--- config.mk ---
export PLATFORM = sky130hd
export DESIGN_NAME = ula_seq_flat
export DESIGN_NICKNAME = d
export VERILOG_FILES = /design/src/rtl/ula_seq_if.sv /design/src/rtl/ula_seq.sv /design/src/flat_wrapper.sv
export SDC_FILE = /design/constraint.sdc
export NUM_CORES = 1
export LEC_CHECK = 0
export ABC_CLOCK_PERIOD_IN_PS = 3230
export BUFFER_PORTS_ARGS = -buffer_cell sky130_fd_sc_hd__buf_2
export CAP_MARGIN = 5
export CORE_ASPECT_RATIO = 1.4
export CORE_MARGIN = 2
export CORE_UTILIZATION = 50
export CTS_BUF_LIST = sky130_fd_sc_hd__clkbuf_8 sky130_fd_sc_hd__clkbuf_16
export DETAILED_ROUTE_END_ITERATION = 6
export HOLD_SLACK_MARGIN = 0.15
export PLACE_DENSITY = 0.69
export SETUP_SLACK_MARGIN = 0.02
export SLEW_MARGIN = 5
export SYNTH_ARGS = -nofsm -noshare
export SYNTH_HDL_FRONTEND = slang
export SYNTH_SLANG_ARGS = --single-unit
--- constraint.sdc ---
create_clock -name CLK -period 3.23 [get_ports CLK]
set_input_delay 0.4845 -clock CLK [delete_from_list [all_inputs] [get_ports CLK]]
set_output_delay 0.4845 -clock CLK [all_outputs]
set_load 0.02 [all_outputs]
--- src/rtl/ula_seq_if.sv ---
// Operand/result handshake bundle for ula_seq: A/B/COND in with valid/ready,
// product-capable result out with valid/ready.
interface ula_seq_if #(
  parameter int WIDTH = 8
);
  logic [WIDTH-1:0] A;
  logic [WIDTH-1:0] B;
  logic [2:0]       COND;
  logic             IN_VALID;
  logic             IN_READY;
  logic [WIDTH-1:0] OUT;
  logic [WIDTH-1:0] OUT_HI;
  logic             CARRY;
  logic             OUT_VALID;
  logic             OUT_READY;

  modport master (
    output A, B, COND, IN_VALID, OUT_READY,
    input  IN_READY, OUT, OUT_HI, CARRY, OUT_VALID
  );

  modport slave (
    input  A, B, COND, IN_VALID, OUT_READY,
    output IN_READY, OUT, OUT_HI, CARRY, OUT_VALID
  );
endinterface

--- src/rtl/ula_seq.sv ---
// Registered ALU: single-cycle add/sub/compare/logic ops and a WIDTH-iteration
// shift-add multiplier, one operation in flight, valid/ready on both sides.
module ula_seq #(
  parameter int WIDTH = 8
) (
  input logic     CLK,
  input logic     RST,
  ula_seq_if.slave bus
);

  localparam int CNT_W = $clog2(WIDTH + 1);
  localparam logic [CNT_W-1:0] CNT_LAST = CNT_W'(WIDTH);

  typedef enum logic [1:0] {
    IDLE = 2'd0,
    MUL  = 2'd1,
    DONE = 2'd2
  } state_t;

  state_t state, state_nxt;

  logic                 in_ready;
  logic                 accept;
  logic                 vld_p1;
  logic [WIDTH-1:0]     out_p1;
  logic [WIDTH-1:0]     out_hi_p1;
  logic                 carry_p1;
  logic [2*WIDTH-1:0]   mcand_p0;
  logic [WIDTH-1:0]     mplier_p0;
  logic [2*WIDTH-1:0]   acc_p0;
  logic [CNT_W-1:0]     cnt_p0;

  // Returns {carry, result} for every non-multiply opcode.
  function automatic logic [WIDTH:0] alu_op(input logic [2:0] cond,
                                            input logic [WIDTH-1:0] a,
                                            input logic [WIDTH-1:0] b);
    logic [WIDTH:0] r;
    r = '0;
    case (cond)
      3'b000: r = {1'b0, a} + {1'b0, b};
      3'b001: r = {1'b0, a} - {1'b0, b};
      3'b010: r = {{WIDTH{1'b0}}, (a == b)};
      3'b011: r = {{WIDTH{1'b0}}, ((a == WIDTH'(1)) | (b == WIDTH'(1)))};
      3'b100: r = {1'b0, a & b};
      3'b101: r = {1'b0, a | b};
      3'b110: r = {1'b0, a ^ b};
      default: r = '0;
    endcase
    return r;
  endfunction

  assign in_ready = (state == IDLE) & ~RST;
  assign accept   = bus.IN_VALID & in_ready;
  assign vld_p1   = (state == DONE);

  assign bus.IN_READY  = in_ready;
  assign bus.OUT_VALID = vld_p1;
  assign bus.OUT       = out_p1;
  assign bus.OUT_HI    = out_hi_p1;
  assign bus.CARRY     = carry_p1;

  always_ff @(posedge CLK) begin
    if (RST) state <= IDLE;
    else     state <= state_nxt;
  end

  always_comb begin
    state_nxt = state;
    case (state)
      IDLE: if (accept) state_nxt = (bus.COND == 3'b111) ? MUL : DONE;
      MUL:  if (cnt_p0 == CNT_LAST) state_nxt = DONE;
      DONE: if (bus.OUT_READY) state_nxt = IDLE;
      default: state_nxt = IDLE;
    endcase
  end

  // Stage p0: operand capture and multiply iterations
  always_ff @(posedge CLK) begin
    if (state == IDLE && accept) begin
      mcand_p0  <= {{WIDTH{1'b0}}, bus.A};
      mplier_p0 <= bus.B;
    end else if (state == MUL && cnt_p0 != CNT_LAST) begin
      mcand_p0  <= mcand_p0 << 1;
      mplier_p0 <= mplier_p0 >> 1;
    end
  end

  // Stage p1: result registers, held through backpressure; cleared on reset
  // because a discarded op must not leave a stale result visible.
  always_ff @(posedge CLK) begin
    if (RST) begin
      out_p1    <= '0;
      out_hi_p1 <= '0;
      carry_p1  <= 1'b0;
      acc_p0    <= '0;
      cnt_p0    <= '0;
    end else begin
      case (state)
        IDLE: begin
          if (accept) begin
            if (bus.COND == 3'b111) begin
              acc_p0 <= '0;
              cnt_p0 <= '0;
            end else begin
              {carry_p1, out_p1} <= alu_op(bus.COND, bus.A, bus.B);
              out_hi_p1          <= '0;
            end
          end
        end
        MUL: begin
          if (cnt_p0 == CNT_LAST) begin
            out_p1    <= acc_p0[WIDTH-1:0];
            out_hi_p1 <= acc_p0[2*WIDTH-1:WIDTH];
            carry_p1  <= |acc_p0[2*WIDTH-1:WIDTH];
          end else begin
            acc_p0 <= acc_p0 + (mplier_p0[0] ? mcand_p0 : '0);
            cnt_p0 <= cnt_p0 + CNT_W'(1);
          end
        end
        default: ;
      endcase
    end
  end

endmodule

--- src/flat_wrapper.sv ---
// flat-port wrapper written by rule: the top's interface ports become plain ports
module ula_seq_flat 
#(
  parameter int WIDTH = 8
)
  (CLK, RST, bus_A, bus_B, bus_COND, bus_IN_VALID, bus_OUT_READY, bus_IN_READY, bus_OUT, bus_OUT_HI, bus_CARRY, bus_OUT_VALID);
  ula_seq_if #(.WIDTH(WIDTH)) bus_i ();
  input logic CLK;
  input logic RST;
  input wire logic [$bits(bus_i.A)-1:0] bus_A;
  input wire logic [$bits(bus_i.B)-1:0] bus_B;
  input wire logic [$bits(bus_i.COND)-1:0] bus_COND;
  input wire logic [$bits(bus_i.IN_VALID)-1:0] bus_IN_VALID;
  input wire logic [$bits(bus_i.OUT_READY)-1:0] bus_OUT_READY;
  output wire logic [$bits(bus_i.IN_READY)-1:0] bus_IN_READY;
  output wire logic [$bits(bus_i.OUT)-1:0] bus_OUT;
  output wire logic [$bits(bus_i.OUT_HI)-1:0] bus_OUT_HI;
  output wire logic [$bits(bus_i.CARRY)-1:0] bus_CARRY;
  output wire logic [$bits(bus_i.OUT_VALID)-1:0] bus_OUT_VALID;
  assign bus_i.A = bus_A;
  assign bus_i.B = bus_B;
  assign bus_i.COND = bus_COND;
  assign bus_i.IN_VALID = bus_IN_VALID;
  assign bus_i.OUT_READY = bus_OUT_READY;
  assign bus_IN_READY = bus_i.IN_READY;
  assign bus_OUT = bus_i.OUT;
  assign bus_OUT_HI = bus_i.OUT_HI;
  assign bus_CARRY = bus_i.CARRY;
  assign bus_OUT_VALID = bus_i.OUT_VALID;
  ula_seq #(.WIDTH(WIDTH)) u_core (.CLK(CLK), .RST(RST), .bus(bus_i));
endmodule
**Yosys cells after proc, flatten, opt, wreduce, memory -nomap -nowiden**

Cells that the tools add are included.

- Add/subtract/negate cells: 4
- Equal/unequal tests: 20
- Mux-type cells: 31
- Bitwise logic cells: 7
- Reductions and logical operators: 10

Operators with widths:

| kind | number |
|---|---|
| 8-bit 2-to-1 mux | 10 |
| 16-bit 2-to-1 mux | 4 |
| 9-bit case mux with 7 select lines | 1 |
| 16-bit case mux with 2 select lines | 1 |
| 8-bit case mux with 2 select lines | 2 |
| 16-bit adder | 1 |
| 8-bit by 1-bit == test with 1-bit output, second input constant | 2 |
| 3-bit == test, second input constant | 4 |
| 4-bit 2-to-1 mux | 3 |
| 8-bit by 8-bit adder with 9-bit output | 1 |
| 8-bit by 8-bit subtractor with 9-bit output | 1 |
| 8-bit bitwise AND | 1 |
| 8-bit == test | 1 |
| 2-bit 2-to-1 mux | 4 |
| 2-bit != test, second input constant | 4 |
| 8-bit OR | 1 |
| 4-bit case mux with 2 select lines | 1 |
| 4-bit AND reduction | 2 |
| 8-bit OR reduction | 1 |
| 8-bit XOR | 1 |
| 3-bit by 2-bit == test with 1-bit output, second input constant | 2 |
| 2-bit case mux with 3 select lines | 1 |
| 4-bit by 1-bit adder with 4-bit output, second input constant | 1 |
| 4-bit == test, second input constant | 1 |
| other kinds (15) | 21 |

- Flip-flop bits (word level): 63
- Input port bits: 23
- Output and inout port bits: 19
- Word-level logic and storage cells: 81

**Depth between registers and ports, before layout**

- Word-level depth: 6
- Depth in mapped cells: 12
- Mapped depth without buffers: 11

**Worst setup path after synthesis**

Ideal clock, no wire load.

- Path type: input -> register
- Start: input RST
- End: register u_core.mcand_p0[0] (enable)
- Arrival: 2.267 ns
- Path slack: 0.589 ns
- Stages on the path: 6
- Path through: clkbuf_1 > nor3_1 > and2_1 > clkbuf_1 > buf_2 > nand2b_1

- Cells in the longest elaborated chain, start to end: 5

RTL lines:

| what | line | source |
|---|---|---|
| start, declared | flat_wrapper.sv:9 | `input logic RST;` |
| 1-bit inverter | ula_seq.sv:52 | `assign in_ready = (state == IDLE) & ~RST;` |
| 1-bit bitwise AND | ula_seq.sv:52 |  |
| net bus_IN_READY | flat_wrapper.sv:15 | `output wire logic [$bits(bus_i.IN_READY)-1:0] bus_IN_READY;` |
| 1-bit bitwise AND | ula_seq.sv:53 | `assign accept = bus.IN_VALID & in_ready;` |
| 1-bit logical AND | ula_seq.sv:79 | `if (state == IDLE && accept) begin` |
| 2-bit nonzero test (no line) | -- |  |
| end signal, assigned | ula_seq.sv:80 | `mcand_p0 <= {{WIDTH{1'b0}}, bus.A};` |
| end signal, assigned | ula_seq.sv:83 | `mcand_p0 <= mcand_p0 << 1;` |
| end, declared | ula_seq.sv:28 | `logic [2*WIDTH-1:0] mcand_p0;` |

The timed path passes the listed nets, and every way through them passes these cells.
A chain may end at the register's enable or synchronous reset.

**Final worst setup path**

- Start: register u_core.mplier_p0[0]
- End: register u_core.acc_p0[12]

- Cells in the longest elaborated chain, start to end: 4

RTL lines:

| what | line | source |
|---|---|---|
| start, declared | ula_seq.sv:29 | `logic [WIDTH-1:0] mplier_p0;` |
| start signal, assigned | ula_seq.sv:81 | `mplier_p0 <= bus.B;` |
| start signal, assigned | ula_seq.sv:84 | `mplier_p0 <= mplier_p0 >> 1;` |
| 16-bit 2-to-1 mux | ula_seq.sv:116 | `acc_p0 <= acc_p0 + (mplier_p0[0] ? mcand_p0 : '0);` |
| 16-bit adder | ula_seq.sv:116 |  |
| 16-bit 2-to-1 mux | ula_seq.sv:111 | `if (cnt_p0 == CNT_LAST) begin` |
| 16-bit case mux with 2 select lines | ula_seq.sv:98 | `case (state)` |
| end signal, assigned | ula_seq.sv:116 |  |
| end, declared | ula_seq.sv:30 | `logic [2*WIDTH-1:0] acc_p0;` |

Every way passes these cells. The select of a mux whose other input is x is not followed.

==> out/results.ini <==
[job]
max_cap_viol_count=0

[floorplan]
io_pins=42
die_y_um=116
start_util_pct=51.7
dieArea_um2=9680
coreArea_um2=8610
row_count=40
dieWidth_um=83.7

[clocking]
path_clk_slew_ns=0.06
cts_hold_buf=0
root_buffer=clkbuf_16
cts.sinks=63
cts_buffers=9
post_cts_resized=0
cts.htree.levels=3
clock_path_buffers=2
cts_tree=built
cts_setup_buffers=0
insertion_delay_ns=0.33

[critical_path]
crit_required_ns=3.45
slowest_stage=edfxtp_1
r2r-start=u_core.mplier_p0[0]
cp.arrival_ns=2.97
max_stage_delay_ns=0.56
crit_type=reg2reg
endpoint_kind=register
cp_cell_sequence=and2_1 -> ha_1 -> inv_1 -> fa_1 -> nor2b_1 -> o21a_1 -> o2111ai_1 -> a21oi_1 -> o21ai_0 -> a21o_1 -> a32o_1
timing.critical_path.from=u_core.mplier_p0[0]
critPathMaxFanout=16
crit_buf_inv=1
critPathLaunchType=register
critPathTopFamily=compound AO/OA/AOI/OAI gates

[yosys]
async_flop_share_pct=0
synthTopCellsByArea=dfxtp_1 21%, ha_1 12%, edfxtp_1 11%, a21oi_1 5.6%, nand2_1 4.2%
ys_ff_latch=63
synth_fp_nets=594
syn_area_um2=4450
netlist_instances=526
ys.warnings.count=0
yosysSeqAreaShare_pct=31.9
synth_common_cells=50 x a21oi_1, 50 x nand2_1, 47 x dfxtp_1
synth_edf_count=16
yosysTopAreaCellShare_pct=21.1
ys_types=57
yosys.area.top_type=dfxtp_1
avgSynthCellArea_um2=8.46
yosys_most_used_dff=dfxtp_1

[placement]
place_congestion=0.954
placed_area_um2=4730
port_buffers=41
dpl.hpwl_um=8990

[global_route]
grt_pass1_wl_um=19200
grt_pass1_vias=3928
grt_max_degree=34
overflow=0
grt_usage_pct=25.1
antenna_found_initial=0

[route]
wl_um=11600
vias_per_cell=5.95
wl_per_cell_um=17.4
drtPass1Iterations=5
drtIter0Drc=194
drc=0
num_vias=3989
antenna_left=0

[timing]
tightest_slew_ns=0.818
slew_violations=0
fmax_mhz=364
fin_crit_ns=2.74
finalHoldViolCount=0
fin_tns_setup_ns=0
min_period_over_period_pct=85.0
fin_skew_ns=0.00671
setup_violations=0
rsz0062_at_grt=false
relSlewSlack_pct=45.3

[final_layout]
multi_input_area_um2=2800
drive_gt1_share_pct=15.6
stdcell_area_um2=5050
fin_nets=628
antenna_cells=0
area_growth_pct=13.5
n_fill_cell=809
regArea_um2=1420

[pwr]
p_leak_nw=2.20
irDropWorstVdd_mv=0.335
power_density_nw_per_um2=443

[hold_path]
hp-class=in2reg
hp-start=bus_OUT_READY

[status]
outcome=completed

[worst reg2reg max path, delay by kind of cell (launching register included)]
| family | cells | cell delay [ns] |
|---|---|---|
| compound gates | 6 | 1.09 |
| fa+ha+maj | 2 | 0.57 |
| buf+inv | 1 | 0.07 |
| flops | 1 | 0.56 |
| simple gates | 2 | 0.36 |
[stage by stage]
stage | std cells | hold slack [ns] | util, % | total power [W] | setup WS [ns]
floorplan | 526 | 0.437 | - | 0.00111 | 0.589
global placement | 654 | 0.436 | 54.9 | 0.00121 | 0.613
detailed placement | 654 | 0.441 | 54.9 | 0.00122 | 0.515
CTS | 670 | 0.410 | 58.7 | 0.00226 | 0.474
global route | 670 | 0.432 | 58.7 | 0.00233 | 0.281
finish | 670 | 0.417 | 58.7 | 0.00224 | 0.486
[flip-flops by register name, indices dropped and copies added (netlist names)]
register and cells:
u_core.acc_p0 16, u_core.bus.CARRY 1, u_core.bus.OUT 8, u_core.bus.OUT_HI 8, u_core.cnt_p0 4, u_core.mcand_p0 16, u_core.mplier_p0 8, u_core.state 2
[cell families (layout without fill, tap and decap cells)]
group / Yosys count / after routing / share of synthesized area [%]
buf+inv: 57 / 96 / 5.17
xor+xnor: 15 / 15 / 2.95
fa+ha+maj: 45 / 45 / 13.2
compound gates: 156 / 156 / 23.3
flops: 63 / 63 / 31.9
mux: 20 / 20 / 4.89
simple gates: 170 / 170 / 18.5
[cells in the final DEF (no fill, tap or decap), types with 7 or more instances in the layout]
master     Yosys  layout
nand2_1       50      50
a21oi_1       50      50
dfxtp_1       47      47
ha_1          42      42
buf_2          7      41
nor2_1        38      38
inv_1         32      32
o21ai_0       22      22
and2_1        19      19
nand3_1       17      17
edfxtp_1      16      16
mux2_2        14      14
a22oi_1       12      12
nor3_1         9       9
a21o_1         9       9
o22ai_1        9       9
clkbuf_16      0       9
xnor2_1        8       8
xor2_1         7       7
buf_4          2       7
[power by group]
group / total, W / switching [W] / internal, W
Combinational: 0.000342 / 0.000210 / 0.000132
Sequential: 0.000859 / 0.0000183 / 0.000841
Clock: 0.00103 / 0.000358 / 0.000676
[layer usage]
metal | vias up | global-route usage, % | wire length, µm
met5 | - | 0 | 0
met4 | 0 | 16.0 | 547
met3 | 30 | 4.42 | 371
li1 | 1968 | - | -
met2 | 90 | 45.4 | 6090
met1 | 1901 | 27.1 | 4630
[worst paths after layout]
check / to / slack [ns] / cells past startpoint
worst min-delay path: u_core.state[1] / 0.42 / 3
worst max register to register: u_core.acc_p0[12] / 0.49 / 11
worst max-delay path: u_core.acc_p0[12] / 0.49 / 11
worst min register to register: u_core.bus.OUT_HI[1] / 0.45 / 2
[cell type report]
type | count | area share, %
repair buffers | 48 | 5.10
clock inverters | 7 | 1.91
inverters | 32 | 2.38
clock buffers | 9 | 4.46
multi-input cells | 406 | 55.4
flip-flops and latches | 63 | 28.1
well taps | 105 | 2.60
Power figures use the tool's default switching activity.
